File: src/rtl/pf_iod_rx_eye_train.sv
`default_nettype none
// ============================================================================
// Module   : pf_iod_rx_eye_train
// Purpose  : Sweeps the RX IOD delay line against a training word, picks the
//            widest passing window and parks the tap at its centre.
// Revision : 1.0 - initial release
// ============================================================================
module pf_iod_rx_eye_train #(
    parameter int                    DATA_WIDTH    = 8,
    parameter logic [DATA_WIDTH-1:0] TRAIN_PATTERN = 8'hA5,
    parameter int                    MAX_TAP       = 127,
    parameter int                    SETTLE_CYCLES = 4,
    parameter int                    SAMPLE_CYCLES = 16,
    parameter int                    MIN_EYE       = 4
) (
    input  logic                  FAB_CLK,
    input  logic                  RESET_N,
    input  logic                  TRAIN_START,
    input  logic [DATA_WIDTH-1:0] RX_DATA,
    input  logic                  RX_DELAY_LINE_OUT_OF_RANGE,
    output logic                  DELAY_LINE_SEL,
    output logic                  DELAY_LINE_LOAD,
    output logic                  DELAY_LINE_DIRECTION,
    output logic                  DELAY_LINE_MOVE,
    output logic                  TRAIN_BUSY,
    output logic                  TRAIN_DONE,
    output logic                  TRAIN_ERR,
    output logic [7:0]            EYE_START,
    output logic [7:0]            EYE_WIDTH,
    output logic [7:0]            TAP_FINAL
);

    localparam logic [3:0] S_IDLE    = 4'd0;
    localparam logic [3:0] S_LOAD    = 4'd1;
    localparam logic [3:0] S_SETTLE  = 4'd2;
    localparam logic [3:0] S_SAMPLE  = 4'd3;
    localparam logic [3:0] S_EVAL    = 4'd4;
    localparam logic [3:0] S_STEP    = 4'd5;
    localparam logic [3:0] S_CLOSE   = 4'd6;
    localparam logic [3:0] S_RELOAD  = 4'd7;
    localparam logic [3:0] S_PARK    = 4'd8;
    localparam logic [3:0] S_ERRLOAD = 4'd9;
    localparam logic [3:0] S_DONE    = 4'd10;

    localparam logic [7:0]  c_max_tap     = 8'(MAX_TAP);
    localparam logic [15:0] c_settle_last = 16'(SETTLE_CYCLES - 1);
    localparam logic [15:0] c_sample_last = 16'(SAMPLE_CYCLES - 1);
    localparam logic [8:0]  c_min_eye     = 9'(MIN_EYE);

    logic [3:0]  r_state;
    logic [3:0]  w_next;
    logic [7:0]  r_tap;
    logic [15:0] r_cnt;
    logic        r_pass;
    // Window lengths are 9 bits: a fully open 0..255 sweep is 256 taps wide.
    logic [8:0]  r_cur_len;
    logic [8:0]  r_best_len;
    logic [7:0]  r_cur_start;
    logic [7:0]  r_best_start;
    logic [7:0]  r_target;
    logic [7:0]  r_park_left;
    logic        r_park_gap;
    logic        r_done;
    logic        r_err;
    logic [7:0]  r_eye_start;
    logic [7:0]  r_eye_width;
    logic [7:0]  r_tap_final;

    logic        w_match;
    logic        w_fold_take;
    logic [8:0]  w_fold_len;
    logic [7:0]  w_fold_start;
    logic [7:0]  w_center;
    logic        w_too_narrow;

    assign w_match      = (RX_DATA == TRAIN_PATTERN);
    // Strictly greater so the earliest window wins a tie.
    assign w_fold_take  = (r_cur_len > r_best_len);
    assign w_fold_len   = w_fold_take ? r_cur_len : r_best_len;
    assign w_fold_start = w_fold_take ? r_cur_start : r_best_start;
    assign w_center     = w_fold_start + w_fold_len[8:1];
    assign w_too_narrow = (w_fold_len < c_min_eye);

    // State register
    always_ff @(posedge FAB_CLK) begin
        if (!RESET_N) begin
            r_state <= S_IDLE;
        end else begin
            r_state <= w_next;
        end
    end

    // Next-state logic
    always_comb begin
        w_next = r_state;
        case (r_state)
            S_IDLE:    if (TRAIN_START) w_next = S_LOAD;
            S_LOAD:    w_next = S_SETTLE;
            S_SETTLE: begin
                if (RX_DELAY_LINE_OUT_OF_RANGE)  w_next = S_CLOSE;
                else if (r_cnt == c_settle_last) w_next = S_SAMPLE;
            end
            S_SAMPLE: begin
                if (RX_DELAY_LINE_OUT_OF_RANGE)  w_next = S_CLOSE;
                else if (r_cnt == c_sample_last) w_next = S_EVAL;
            end
            S_EVAL:    w_next = (r_tap == c_max_tap) ? S_CLOSE : S_STEP;
            S_STEP:    w_next = S_SETTLE;
            S_CLOSE:   w_next = w_too_narrow ? S_ERRLOAD : S_RELOAD;
            S_RELOAD:  w_next = S_PARK;
            S_PARK:    if (r_park_left == 8'd0) w_next = S_DONE;
            S_ERRLOAD: w_next = S_DONE;
            S_DONE:    w_next = S_IDLE;
            default:   w_next = S_IDLE;
        endcase
    end

    // Datapath: tap tracking, window bookkeeping and result registers
    always_ff @(posedge FAB_CLK) begin
        if (!RESET_N) begin
            r_tap        <= 8'd0;
            r_cnt        <= 16'd0;
            r_pass       <= 1'b0;
            r_cur_len    <= 9'd0;
            r_best_len   <= 9'd0;
            r_cur_start  <= 8'd0;
            r_best_start <= 8'd0;
            r_target     <= 8'd0;
            r_park_left  <= 8'd0;
            r_park_gap   <= 1'b0;
            r_done       <= 1'b0;
            r_err        <= 1'b0;
            r_eye_start  <= 8'd0;
            r_eye_width  <= 8'd0;
            r_tap_final  <= 8'd0;
        end else begin
            r_cnt <= (w_next != r_state) ? 16'd0 : r_cnt + 16'd1;

            case (r_state)
                S_IDLE: begin
                    if (TRAIN_START) begin
                        r_done <= 1'b0;
                        r_err  <= 1'b0;
                    end
                end
                S_LOAD: begin
                    r_tap        <= 8'd0;
                    r_cur_len    <= 9'd0;
                    r_cur_start  <= 8'd0;
                    r_best_len   <= 9'd0;
                    r_best_start <= 8'd0;
                end
                S_SETTLE: r_pass <= 1'b1;
                S_SAMPLE: r_pass <= r_pass & w_match;
                S_EVAL: begin
                    if (r_pass) begin
                        if (r_cur_len == 9'd0) r_cur_start <= r_tap;
                        r_cur_len <= r_cur_len + 9'd1;
                    end else begin
                        r_best_len   <= w_fold_len;
                        r_best_start <= w_fold_start;
                        r_cur_len    <= 9'd0;
                    end
                end
                S_STEP: r_tap <= r_tap + 8'd1;
                S_CLOSE: begin
                    r_best_len   <= w_fold_len;
                    r_best_start <= w_fold_start;
                    r_eye_start  <= w_fold_start;
                    r_eye_width  <= w_fold_len[8] ? 8'hFF : w_fold_len[7:0];
                    r_target     <= w_too_narrow ? 8'd0 : w_center;
                    r_err        <= w_too_narrow;
                end
                S_RELOAD: begin
                    r_park_left <= r_target;
                    r_park_gap  <= 1'b0;
                end
                S_PARK: begin
                    // Alternate pulse / gap so MOVE is never high twice in a row.
                    if (r_park_left != 8'd0) begin
                        if (!r_park_gap) r_park_left <= r_park_left - 8'd1;
                        r_park_gap <= ~r_park_gap;
                    end
                end
                default: ;
            endcase

            if (w_next == S_DONE && r_state != S_DONE) begin
                r_done      <= 1'b1;
                r_tap_final <= r_target;
            end
        end
    end

    // Outputs; pulses are qualified by RESET_N so nothing moves in a reset cycle
    always_comb begin
        TRAIN_BUSY           = (r_state != S_IDLE);
        DELAY_LINE_SEL       = TRAIN_BUSY;
        DELAY_LINE_DIRECTION = TRAIN_BUSY;
        DELAY_LINE_LOAD      = RESET_N & ((r_state == S_LOAD) || (r_state == S_RELOAD) ||
                                          (r_state == S_ERRLOAD));
        DELAY_LINE_MOVE      = RESET_N & ((r_state == S_STEP) ||
                                          ((r_state == S_PARK) && (r_park_left != 8'd0) &&
                                           !r_park_gap));
        TRAIN_DONE           = r_done;
        TRAIN_ERR            = r_err;
        EYE_START            = r_eye_start;
        EYE_WIDTH            = r_eye_width;
        TAP_FINAL            = r_tap_final;
    end

endmodule
`default_nettype wire

File: config.mk
export PLATFORM = sky130hd
export DESIGN_NAME = pf_iod_rx_eye_train
export DESIGN_NICKNAME = d
export VERILOG_FILES = /design/src/rtl/pf_iod_rx_eye_train.sv
export SDC_FILE = /design/constraint.sdc
export NUM_CORES = 1
export LEC_CHECK = 0
export CAP_MARGIN = 10
export CORE_ASPECT_RATIO = 0.7
export CORE_MARGIN = 1
export CORE_UTILIZATION = 59
export CTS_CLUSTER_SIZE = 8
export DETAILED_ROUTE_END_ITERATION = 8
export PLACE_DENSITY = 0.81
export SYNTH_ARGS = -nofsm -noshare
export SYNTH_HDL_FRONTEND = slang
export SYNTH_SLANG_ARGS = --single-unit
File: constraint.sdc
create_clock -name FAB_CLK -period 5.2 [get_ports FAB_CLK]
set_input_delay 1.3 -clock FAB_CLK [delete_from_list [all_inputs] [get_ports FAB_CLK]]
set_output_delay 1.3 -clock FAB_CLK [all_outputs]
set_load 0.02 [all_outputs]
==> impl_metrics.ini <==
[layout]
insertedDiodeCount = 0
nets = 742
final_cells = 838
fillers = 757
layout_commonest_cell = dfxtp_1
area_growth_pct = 13.2
reg_top3 = r_cnt x16, r_best_len x9, r_cur_len x9
mostFrequentLayoutCells = dfxtp_1 (106), nor2_1 (93), a21oi_1 (64)
final_layout_size_suffix_gt1_frac = 0.0812
largest_register = r_cnt
largest_register_ffs = 16

[grt]
grt_max_degree = 68
grt-ovfl-total = 0
grt_use_met1 = 0.422
grt_pass1_wl_um = 23300
track_usage = 0.299
met3_usage = 0.0742
met2_usage = 0.440
top_usage_layer = met2
antenna_found_initial = 0
grt_pass1_vias = 4676

[clock_network]
cts.sink_count = 106
cts_buffers = 9
cts_resized = 0
post_cts_buffers = 0
cts_tree = built
hold_buffers = 0
clockBufferDepth = 2
clk_latency_ps = 360
htreeDepth = 3
clkTransAtPathRegs_ps = 70
root_buffer = clkbuf_16

[setup_path]
worstSetupPathDepth = 5
max_stage_delay_ps = 790
critPathKind = flop to primary output
crit_required_ps = 3900
crit_buf_inv = 2
rr_startpoint = r_best_len[5]$_SDFFE_PN0P_
timing.critical_path.cells = inv_2 > nor3_1 > nand2_1 > a21oi_1 > clkdlybuf4s50_1
arrival_ps = 3260
crit_end = DELAY_LINE_MOVE
start_kind = flop
crit_path_end_kind = primary output
worstSetupStartpoint = r_state[0]$_SDFF_PN0_
slowest_stage = dfxtp_1
critical-path-top-delay-family = simple AND/OR/NAND/NOR gates
reg2reg_to = r_target[6]$_SDFFE_PN0P_
path_max_fanout = 17
timing.reg2reg.setup_slack_ps = 830
reg2reg_depth = 17

[drt]
drt_iter0_markers = 483
finalWirelength_um = 14100
via_per_inst = 6.14
routed-via-count = 5146
remaining_drc_errors = 0
drtAntennaViolNets = 0
post_drt_wl_per_cell_um = 16.8
drt_first_pass_iters = 5

[status]
status = complete, no violations

[die]
die_area_um2 = 9780
io_pins = 43
fp.dieH_um = 83.0
placeableCoreArea_um2 = 9070
initial_utilization = 0.610
fp.dieW_um = 118
rows = 29

[placement]
dp_cells = 822
port_buffers = 42
routabilityCongestion = 0.920
place.detailed.hpwl_um = 10000
place_ws_ps = 959

[synth]
syn_inst = 689
syn_area_per_cell_um2 = 8.03
synth-simple-area-share = 0.249
synth_compound_area_frac = 0.192
synthAdderAreaFrac = 0.0543
ys_types = 69
yosysSeqAreaShare = 0.384
synthFlopType = dfxtp_1
synth_nets = 722
synth_edf_count = 0
synth-seq-cells = 106
synth_async_sr_flop_share = 0
synth_top_family_by_area = simple AND/OR/NAND/NOR gates
synthMuxAreaShare = 0.0285
yosysWarnings = 0
synth_xor_area_frac = 0.0378
syn-cell-area_um2 = 5530

[flow_run]
maxCapViolCount = 0

[pwr]
leakagePower_nw = 2.25
ir_drop_v = 0.000252
p_per_area_nw_per_um2 = 270

[timing]
maxSlewViolCount = 0
fin_ws_ps = 639
fmax_mhz = 219
worstMarginPinSlew_ps = 1230
fin_crit_sh = 0.877
min_period_ps = 4560
hold_viol = 0
fin_skew_ps = 6.62
fin_setup_tns_ps = 0
rsz0062_at_grt = false
finalSetupViolCount = 0
max-slew-margin-rel = 0.175

[min_path]
holdPathStages = 2
hold_class = flop to flop
==> cell families after synthesis <==
logic type | Yosys count
AOI/OAI and AO/OA | 169
and+or+nand+nor | 278
xor gates and xnor gates | 23
adders and majority gates | 24
buffers and inverters | 74
muxes | 15
DFF | 106
==> worst min path at each step <==
stage	from	to	slack (ps)
final	r_cur_start[2]$_SDFFE_PN0P_	r_cur_start[2]$_SDFFE_PN0P_	460
after global routing	r_cnt[0]$_SDFF_PP0_	r_cnt[0]$_SDFF_PP0_	490
after CTS	r_cur_start[3]$_SDFFE_PN0P_	r_cur_start[3]$_SDFFE_PN0P_	460
after detailed placement	r_cnt[0]$_SDFF_PP0_	r_cnt[0]$_SDFF_PP0_	440
after global placement	r_cnt[0]$_SDFF_PP0_	r_cnt[0]$_SDFF_PP0_	440
after floorplan	r_cnt[0]$_SDFF_PP0_	r_cnt[0]$_SDFF_PP0_	430
==> layer usage <==
layer / share of wire / routed length, um
met2: 0.43 / 6040
met5: 0 / 0
met1: 0.46 / 6480
met3: 0.090 / 1260
met4: 0.021 / 292
==> synth_stat cells, drive strengths merged (5+ instances only) <==
cell type,instances,area share
dfxtp,106,0.38
nor2,103,0.074
a21oi,64,0.058
nand2,56,0.038
o21ai,41,0.038
nand3,40,0.036
inv,36,0.024
clkbuf,27,0.018
nor3,21,0.021
ha,20,0.045
a22oi,15,0.020
xor2,13,0.021
buf,11,0.013
and3,10,0.011
xnor2,10,0.017
mux2i,9,0.016
a311oi,8,0.013
and2,8,0.0090
nor4,7,0.010
a211oi,6,0.0099
mux2,6,0.012
a21o,5,0.0068
==> power breakdown <==
group / switching [mW] / total [mW] / internal (mW)
Clock: 0.323 / 0.666 / 0.343
Combinational: 0.120 / 0.183 / 0.0632
Sequential: 0.0190 / 0.840 / 0.821
==> worst register-to-register path, stage by stage (launching register included) <==
cell and delay, ps:
dfxtp_1 400, inv_1 130, ha_1 290, and4_1 300, and3b_1 280, a211oi_2 90
nor2_1 450, buf_4 320, a21o_1 210, inv_2 60, fa_1 430, nor2b_1 130
o21ai_1 90, and2_1 200, maj3_1 360, o311ai_1 310, xnor2_1 160, o21ai_1 70
==> stage by stage <==
stage | power, mW | hold WS, ps | utilization | instance area (um^2)
global route | 1.75 | 487 | 0.690 | 6260
detailed placement | 1.04 | 444 | 0.658 | 5970
global placement | 1.04 | 439 | 0.658 | 5970
CTS | 1.70 | 462 | 0.690 | 6260
finish | 1.69 | 460 | 0.690 | 6260
floorplan | 0.995 | 427 | - | 5530
==> final cells by class <==
| cell class | instances | area (um^2) | area share |
|---|---|---|---|
| multi-input cells | 509 | 3100 | 0.496 |
| flip-flops and latches | 106 | 2120 | 0.339 |
| repair buffers | 47 | 458 | 0.0731 |
| clock buffers | 10 | 239 | 0.0382 |
| well taps | 124 | 155 | 0.0248 |
| inverters | 36 | 135 | 0.0216 |
| clock inverters | 6 | 48.8 | 0.00779 |
Note: power is estimated with default switching activity, not from simulation.
